**src/rtl/key_entry_ctrl.sv**
```systemverilog
// key_entry_ctrl: keypad synchroniser/debouncer, BCD operand entry and LCD echo sequencer.
module key_entry_ctrl #(
    parameter int DEBOUNCE_CYC = 16,
    parameter int MAX_DIGITS   = 4
) (
    input  logic                    clk,
    input  logic                    rst,
    input  logic [11:0]             i_sw_push,
    output logic [4*MAX_DIGITS-1:0] o_bcd,
    output logic [2:0]              o_digit_cnt,
    output logic                    o_valid,
    output logic                    o_clr,
    output logic                    o_ovf,
    output logic [7:0]              o_lcd_data,
    output logic                    o_lcd_wr,
    input  logic                    i_lcd_rdy
);
    localparam int CW = $clog2(DEBOUNCE_CYC + 1);
    typedef enum logic [2:0] {IDLE, DEBOUNCE, ACT, LCD_WR, WAIT_REL} state_t;
    state_t      state;
    logic [11:0] sync1, key, code;
    logic [CW-1:0] cnt;
    logic [3:0]  digit;
    // Digit 0 sits on bit 11, digit 9 on bit 2.
    always_comb begin
        digit = '0;
        for (int i = 0; i < 10; i++) if (code[11-i]) digit = 4'(i);
    end
    always_ff @(posedge clk) begin
        if (rst) begin
            sync1       <= '0;
            key         <= '0;
            code        <= '0;
            cnt         <= '0;
            state       <= IDLE;
            o_bcd       <= '0;
            o_digit_cnt <= '0;
            o_valid     <= 1'b0;
            o_clr       <= 1'b0;
            o_ovf       <= 1'b0;
            o_lcd_data  <= 8'h20;
            o_lcd_wr    <= 1'b0;
        end else begin
            sync1   <= i_sw_push;
            key     <= sync1;
            o_valid <= 1'b0;
            o_clr   <= 1'b0;
            o_ovf   <= 1'b0;
            case (state)
                IDLE: if ($onehot(key)) begin
                    code  <= key;
                    cnt   <= '0;
                    state <= DEBOUNCE;
                end
                DEBOUNCE: if (key != code) state <= IDLE;
                else begin
                    cnt <= cnt + 1'b1;
                    if (cnt == CW'(DEBOUNCE_CYC - 2)) state <= ACT;
                end
                ACT: begin
                    cnt   <= '0;
                    state <= WAIT_REL;
                    if (code[1]) o_clr <= 1'b1;
                    else if (code[0]) o_valid <= o_digit_cnt != 3'd0;
                    else if (o_digit_cnt < 3'(MAX_DIGITS)) begin
                        o_bcd       <= {o_bcd[4*MAX_DIGITS-5:0], digit};
                        o_digit_cnt <= o_digit_cnt + 3'd1;
                        o_lcd_data  <= 8'h30 + 8'(digit);
                        state       <= LCD_WR;
                    end else o_ovf <= 1'b1;
                end
                LCD_WR: if (!o_lcd_wr) o_lcd_wr <= 1'b1;
                else if (i_lcd_rdy) begin
                    o_lcd_wr <= 1'b0;
                    state    <= WAIT_REL;
                end
                WAIT_REL: begin
                    // Operand is cleared the cycle after the clear/enter pulse so o_valid sees it intact.
                    if (o_valid || o_clr) begin
                        o_bcd       <= '0;
                        o_digit_cnt <= '0;
                    end
                    if (key != '0) cnt <= '0;
                    else if (cnt == CW'(DEBOUNCE_CYC - 1)) state <= IDLE;
                    else cnt <= cnt + 1'b1;
                end
                default: state <= IDLE;
            endcase
        end
    end
endmodule
```
**config.mk**
```make
export PLATFORM = sky130hd
export DESIGN_NAME = key_entry_ctrl
export DESIGN_NICKNAME = d
export VERILOG_FILES = /design/src/rtl/key_entry_ctrl.sv
export SDC_FILE = /design/constraint.sdc
export NUM_CORES = 1
export LEC_CHECK = 0
export BUFFER_PORTS_ARGS = -buffer_cell sky130_fd_sc_hd__buf_2
export CORE_MARGIN = 3
export CORE_UTILIZATION = 49
export DETAILED_ROUTE_END_ITERATION = 12
export PLACE_DENSITY = 0.68
export REMOVE_ABC_BUFFERS = 1
export SETUP_SLACK_MARGIN = 0.15
export SYNTH_ARGS = -nofsm -noshare
export SYNTH_HDL_FRONTEND = slang
export SYNTH_SLANG_ARGS = --single-unit
```
**constraint.sdc**
```tcl
create_clock -name clk -period 7.2 [get_ports clk]
set_clock_uncertainty 0.2 [all_clocks]
set_input_delay 0.72 -clock clk [delete_from_list [all_inputs] [get_ports clk]]
set_output_delay 0.72 -clock clk [all_outputs]
set_load 0.05 [all_outputs]
```
## After elaboration in Yosys (flattened, before gate mapping)

Index checks and enable logic that the tools add are counted.

- Register bits after elaboration: 75
- Bits of input ports: 15
- Output and inout port bits: 31
- Word-level logic and storage cells: 103

- $add $sub $neg: 14
- $lt $le $gt $ge: 1
- Equal/unequal tests: 20
- Mux-type cells: 39
- Bitwise logic cells: 3
- Reductions and logical operators: 14

Operator list:

| operator | number |
|---|---|
| $mux 16 | 4 |
| $mux 3 | 14 |
| $mux 4 | 8 |
| $pmux 16 s2 | 1 |
| $mux 5 | 4 |
| $ne 2x2->1 const B | 10 |
| $pmux 5 s4 | 1 |
| $pmux 3 s5 | 1 |
| $add 1x1->2 | 6 |
| $ne 12x12->1 | 1 |
| $reduce_bool 12->1 | 1 |
| $eq 5x4->1 const B | 2 |
| $add 2x2->3 | 3 |
| $reduce_and 4->1 | 2 |
| $reduce_or 4->1 | 2 |
| $add 6x4->7 const A | 1 |
| $eq 3x2->1 const B | 2 |
| $ne 3x3->1 const B | 2 |
| $pmux 3 s2 | 1 |
| $reduce_and 6->1 | 1 |
| $add 5x1->5 const B | 1 |
| $mux 1 | 5 |
| $reduce_and 5->1 | 1 |
| $add 3x3->4 | 1 |
| other kinds (14) | 16 |

## Logic depth before layout (Yosys ltp)

- Depth after elaboration: 13
- Mapped depth: 16
- Depth with buffers taken out: 15

## Worst setup path before layout

Ideal clock, no wire load.

- Path kind: register to register
- From: register key[0]
- To: register code[10]
- Arrival time: 3.989 ns
- Required time: 6.872 ns
- Path slack: 2.884 ns
- Cell stages (with the launch flop): 16
- Buffers on the path: 1
- Cells stage by stage: dfxtp_1 > fa_1 > fa_1 > inv_1 > fa_1 > fa_1 > inv_1 > ha_1 > inv_1 > fa_1 > nor2_1 > a31oi_1 > nor3b_2 > buf_2 > mux2i_1 > nor2_1

- Cells in the longest elaborated chain, start to end: 6

Ends and longest elaborated chain:

| item | RTL line | RTL |
|---|---|---|
| start: declaration | 21 | `logic [11:0] sync1, key, code;` |
| start signal: assignment | 45 | `key <= sync1;` |
| $add 1x1->2 (implied by the code) | 50 | `IDLE: if ($onehot(key)) begin` |
| $add 2x2->3 (implied by the code) | 50 |  |
| $add 3x3->4 (implied by the code) | 50 |  |
| $add 4x3->4 (implied by the code) | 50 |  |
| $eq 4x1->1 | 50 |  |
| $reduce_and 2->1 (no line) | -- |  |
| end signal: assignment | 51 | `code <= key;` |
| end: declaration | 21 |  |

No other way between the ends.
A chain may end at the register's enable or synchronous reset.

## Final worst setup path

- From: register key[0]
- To: register code[0]

- Cells in the longest elaborated chain, start to end: 6

Ends and longest elaborated chain:

| item | RTL line |
|---|---|
| $add 1x1->2 (implied by the code) | 50 |
| $add 2x2->3 (implied by the code) | 50 |
| $add 3x3->4 (implied by the code) | 50 |
| $add 4x3->4 (implied by the code) | 50 |
| $eq 4x1->1 | 50 |
| $reduce_and 2->1 (no line) | -- |

Several ways; a longest one is shown, not always the timed one.

==> summary.txt <==
OUTCOME
--------------------------------------------------------------------------------
Status ............................................................ finished, final reports clean

DRT
--------------------------------------------------------------------------------
DRC ...............................................................            0
Pre-Repair DR Iteration Count .....................................            4
Total number of vias ..............................................        2,362
Routed WL .........................................................      6.03 mm
Via/cell ratio ....................................................         5.09
DRC marker count from the first detailed-route iteration ..........           91
Number of nets still failing antenna checks after routing .........            0
Wirelength per Cell ...............................................      13.0 µm

TIMING
--------------------------------------------------------------------------------
RSZ-0062 raised after global routing ..............................           no
Final hold violation count ........................................            0
Time the final worst path needs with I/O delays and setup .........      4.93 ns
Maximum frequency from static timing analysis .....................      203 MHz
Accumulated negative setup slack ..................................         0 ns
Max-slew headroom .................................................        0.185
Actual transition at the worst max-transition pin .................      1.22 ns
Final Setup Violations ............................................            0
Max-slew violations ...............................................            0
Tcrit/Tclk final ..................................................        0.685

SYNTH
--------------------------------------------------------------------------------
Post-synthesis instance total .....................................          347
Count of yosys warnings during synthesis ..........................            0
Most common flop cell mapped by yosys ............................. sky130_fd_sc_hd__dfxtp_1
EDFF count, synth .................................................            0
Netlist Area Pre-Place ............................................  0.00321 mm²
Flip-flop and latch count after synthesis .........................           72
Sequential cell area fraction in the yosys report .................        0.449
Distinct cell type count of the synthesized netlist ...............           47
Share of synthesized flip-flops with an asynchronous set or reset .            0
Syn Area/Cell .....................................................     9.26 µm²

CELLS AND AREA
--------------------------------------------------------------------------------
Layout overhead on the synthesized area ...........................        14.0%
Fill cell instance count of the final layout ......................          558
Number of cells in the finished layout apart from fillers .........          464
Fraction of layout cells with a size suffix above 1 ...............        0.175
Number of nets at the end of the flow .............................          416
Inserted Diodes ...................................................            0

PWR
--------------------------------------------------------------------------------
Peak supply drop ..................................................     0.153 mV
Pleak .............................................................   0.00150 µW
Power density of the placed cells .................................   270 mW/mm²

SETUP PATH
--------------------------------------------------------------------------------
CP arrival ........................................................      4.94 ns
Max FO, Critical Path .............................................           13
Start-to-end type of the worst setup path ......................... register to register
Req. time, crit path ..............................................      7.21 ns
Kind of capture point of the worst setup path .....................     register
Critical path startpoint category .................................     register

CTS
--------------------------------------------------------------------------------
Number of buffers inserted during clock tree synthesis ............            9
Number of buffers inserted by post-CTS setup repair ...............            0
CTS clk-pin slew, worst paths .....................................      0.07 ns
Cell at the root of the clock tree ................................ sky130_fd_sc_hd__clkbuf_8
Number of sinks on the clock net ..................................           72
CTS tree ..........................................................          yes
Post-CTS Resized ..................................................            0
Cts-stage hold buffer count .......................................            0
Clock H-tree levels ...............................................            3
Number of buffers on the longest clock path .......................            2
Clock latency reported for the late side of the worst-skew pair ...      0.35 ns

GLOBAL ROUTING
--------------------------------------------------------------------------------
Maximum number of pins on one net before global-route repair ......           68
GRT Residual Overflow .............................................            0
Number of antenna violations at the first check in global routing .            0
Global-route wire length before repair ............................      10.2 mm
Vias in the first global route ....................................        2,225
GR Util All Layers ................................................        0.172

PLACE
--------------------------------------------------------------------------------
Placed insts ......................................................          448
Count of input and output buffers .................................           42
Routability-driven placement congestion ratio .....................        0.766
HPWL after detailed placement .....................................      4.22 mm

FLOORPLAN
--------------------------------------------------------------------------------
Overall die area ..................................................  0.00756 mm²
Effective utilization at floorplan ................................        0.524
Core ar. ..........................................................  0.00613 mm²
Chip height .......................................................      87.0 µm
Number of placed I/O pins .........................................           46
Cell Rows .........................................................           28
Die boundary width ................................................      87.0 µm

RUN
--------------------------------------------------------------------------------
Number of maximum-capacitance constraint violations ...............            0

HOLD PATH
--------------------------------------------------------------------------------
Class of the worst hold path ...................................... register to register

[routing by layer]
metal	routed length (µm)	GRT usage	vias to the layer above
li1	-	-	1226
met1	2780	0.221	1083
met2	2890	0.275	44
met3	278	0.0464	9
met4	87	0.0680	0
met5	0	0	-
[layout by cell type (no fill, tap or decap), types with 2 or more instances in the layout]
cell type	instances
sky130_fd_sc_hd__nor3b_1	2
sky130_fd_sc_hd__nand4_1	4
sky130_fd_sc_hd__and3_1	2
sky130_fd_sc_hd__a21oi_1	25
sky130_fd_sc_hd__nand2_1	20
sky130_fd_sc_hd__and2_1	2
sky130_fd_sc_hd__nor2b_1	25
sky130_fd_sc_hd__inv_1	26
sky130_fd_sc_hd__dfxtp_1	72
sky130_fd_sc_hd__nand3_1	19
sky130_fd_sc_hd__o31ai_1	3
sky130_fd_sc_hd__nor4_1	2
sky130_fd_sc_hd__nor3_1	3
sky130_fd_sc_hd__conb_1	3
sky130_fd_sc_hd__nand2b_1	3
sky130_fd_sc_hd__inv_6	2
sky130_fd_sc_hd__mux2i_1	15
sky130_fd_sc_hd__a31oi_1	3
sky130_fd_sc_hd__a211oi_1	4
sky130_fd_sc_hd__o21ai_1	3
sky130_fd_sc_hd__xnor2_1	13
sky130_fd_sc_hd__o21ai_2	2
sky130_fd_sc_hd__nand3b_1	2
sky130_fd_sc_hd__nor3b_2	2
sky130_fd_sc_hd__buf_2	42
sky130_fd_sc_hd__o21ai_0	4
sky130_fd_sc_hd__ha_1	10
sky130_fd_sc_hd__o21bai_1	3
sky130_fd_sc_hd__clkbuf_8	9
sky130_fd_sc_hd__fa_1	7
sky130_fd_sc_hd__nor2_1	34
sky130_fd_sc_hd__or3_1	2
sky130_fd_sc_hd__bufinv_16	2
sky130_fd_sc_hd__nor4b_1	2
[cells in the mapped netlist (all sizes together), types with 2 or more instances]
library cell	count	share of area
mux2i	15	0.047
ha	10	0.039
o21bai	3	0.0070
fa	7	0.044
inv	26	0.030
o21ai	9	0.016
nor3b	4	0.012
xnor2	14	0.041
and2	2	0.0039
nand2b	3	0.0058
or3	2	0.0039
a31oi	3	0.0058
a21oi	25	0.039
nor4	2	0.0039
nor2b	25	0.049
nor2	35	0.043
buf	7	0.013
a211oi	4	0.0093
nand2	21	0.025
nand3	21	0.038
o31ai	3	0.0070
nand4	4	0.0078
clkbuf	11	0.013
and3	2	0.0039
dfxtp	72	0.45
nor4b	2	0.0055
conb	2	0.0023
nor3	3	0.0047
nand3b	2	0.0047
[cell type report]
cell class	count	area (µm²)	share of cell area
inverters	26	97.6	0.0266
multi-input cells	232	1590	0.435
clock inverters	6	90.1	0.0246
repair buffers	43	218	0.0594
clock buffers	10	128	0.0348
flip-flops and latches	72	1440	0.394
well taps	75	93.8	0.0256
[per-stage QoR]
stage | utilization | setup slack [ns] | area [µm²] | total power [µW] | hold WS [ns]
floorplan | - | 2.69 | 3130 | 603 | 0.214
global placement | 0.562 | 2.36 | 3440 | 643 | 0.217
detailed placement | 0.562 | 2.24 | 3440 | 649 | 0.224
global route | 0.597 | 1.94 | 3660 | 1040 | 0.243
CTS | 0.597 | 2.24 | 3660 | 999 | 0.237
finish | 0.597 | 2.27 | 3660 | 988 | 0.234
[report_power, final]
part / total, µW / switching [µW] / leakage [µW] / internal (µW)
Combinational: 197 / 116 / 0.000804 / 81.0
Clock: 350 / 153 / 0.000107 / 197
Sequential: 441 / 24.8 / 0.000586 / 417
Total: 988 / 293 / 0.00150 / 695
[worst max-delay path, cell delays in order, from the launching register on]
cell and delay [ns]:
sky130_fd_sc_hd__dfxtp_1 0.44, sky130_fd_sc_hd__fa_1 0.45, sky130_fd_sc_hd__fa_1 0.51, sky130_fd_sc_hd__inv_1 0.05
sky130_fd_sc_hd__fa_1 0.49, sky130_fd_sc_hd__fa_1 0.41, sky130_fd_sc_hd__inv_1 0.07, sky130_fd_sc_hd__ha_1 0.15
sky130_fd_sc_hd__inv_1 0.05, sky130_fd_sc_hd__fa_1 0.37, sky130_fd_sc_hd__nor2_1 0.09, sky130_fd_sc_hd__a31oi_1 0.16
sky130_fd_sc_hd__nor3b_2 1.02, sky130_fd_sc_hd__mux2i_1 0.29, sky130_fd_sc_hd__nor2_1 0.05
[flip-flops by register name, indices dropped and copies added, names as in the netlist]
register	cells
cnt	5
code	12
key	12
o_bcd	16
o_clr	1
o_digit_cnt	3
o_lcd_data	5
o_lcd_wr	1
o_ovf	1
o_valid	1
state	3
sync1	12
[cells by family after synthesis]
family / share of synthesized area
simple gates: 0.217
flops: 0.449
compound gates: 0.103
buf+inv: 0.0561
fa+ha+maj: 0.0826
xor+xnor: 0.0432
mux: 0.0467
other cells: 0.00234
[worst paths after layout]
| check | from | end | slack, ns | depth (start not counted) |
|---|---|---|---|---|
| setup / recovery | key[0] | code[0] | 2.27 | 14 |
| hold / removal | sync1[9] | key[9] | 0.23 | 1 |
| setup reg to reg | key[0] | code[0] | 2.27 | 14 |
| hold reg to reg | sync1[9] | key[9] | 0.23 | 1 |
No activity file was read; power rests on OpenSTA's default activity.
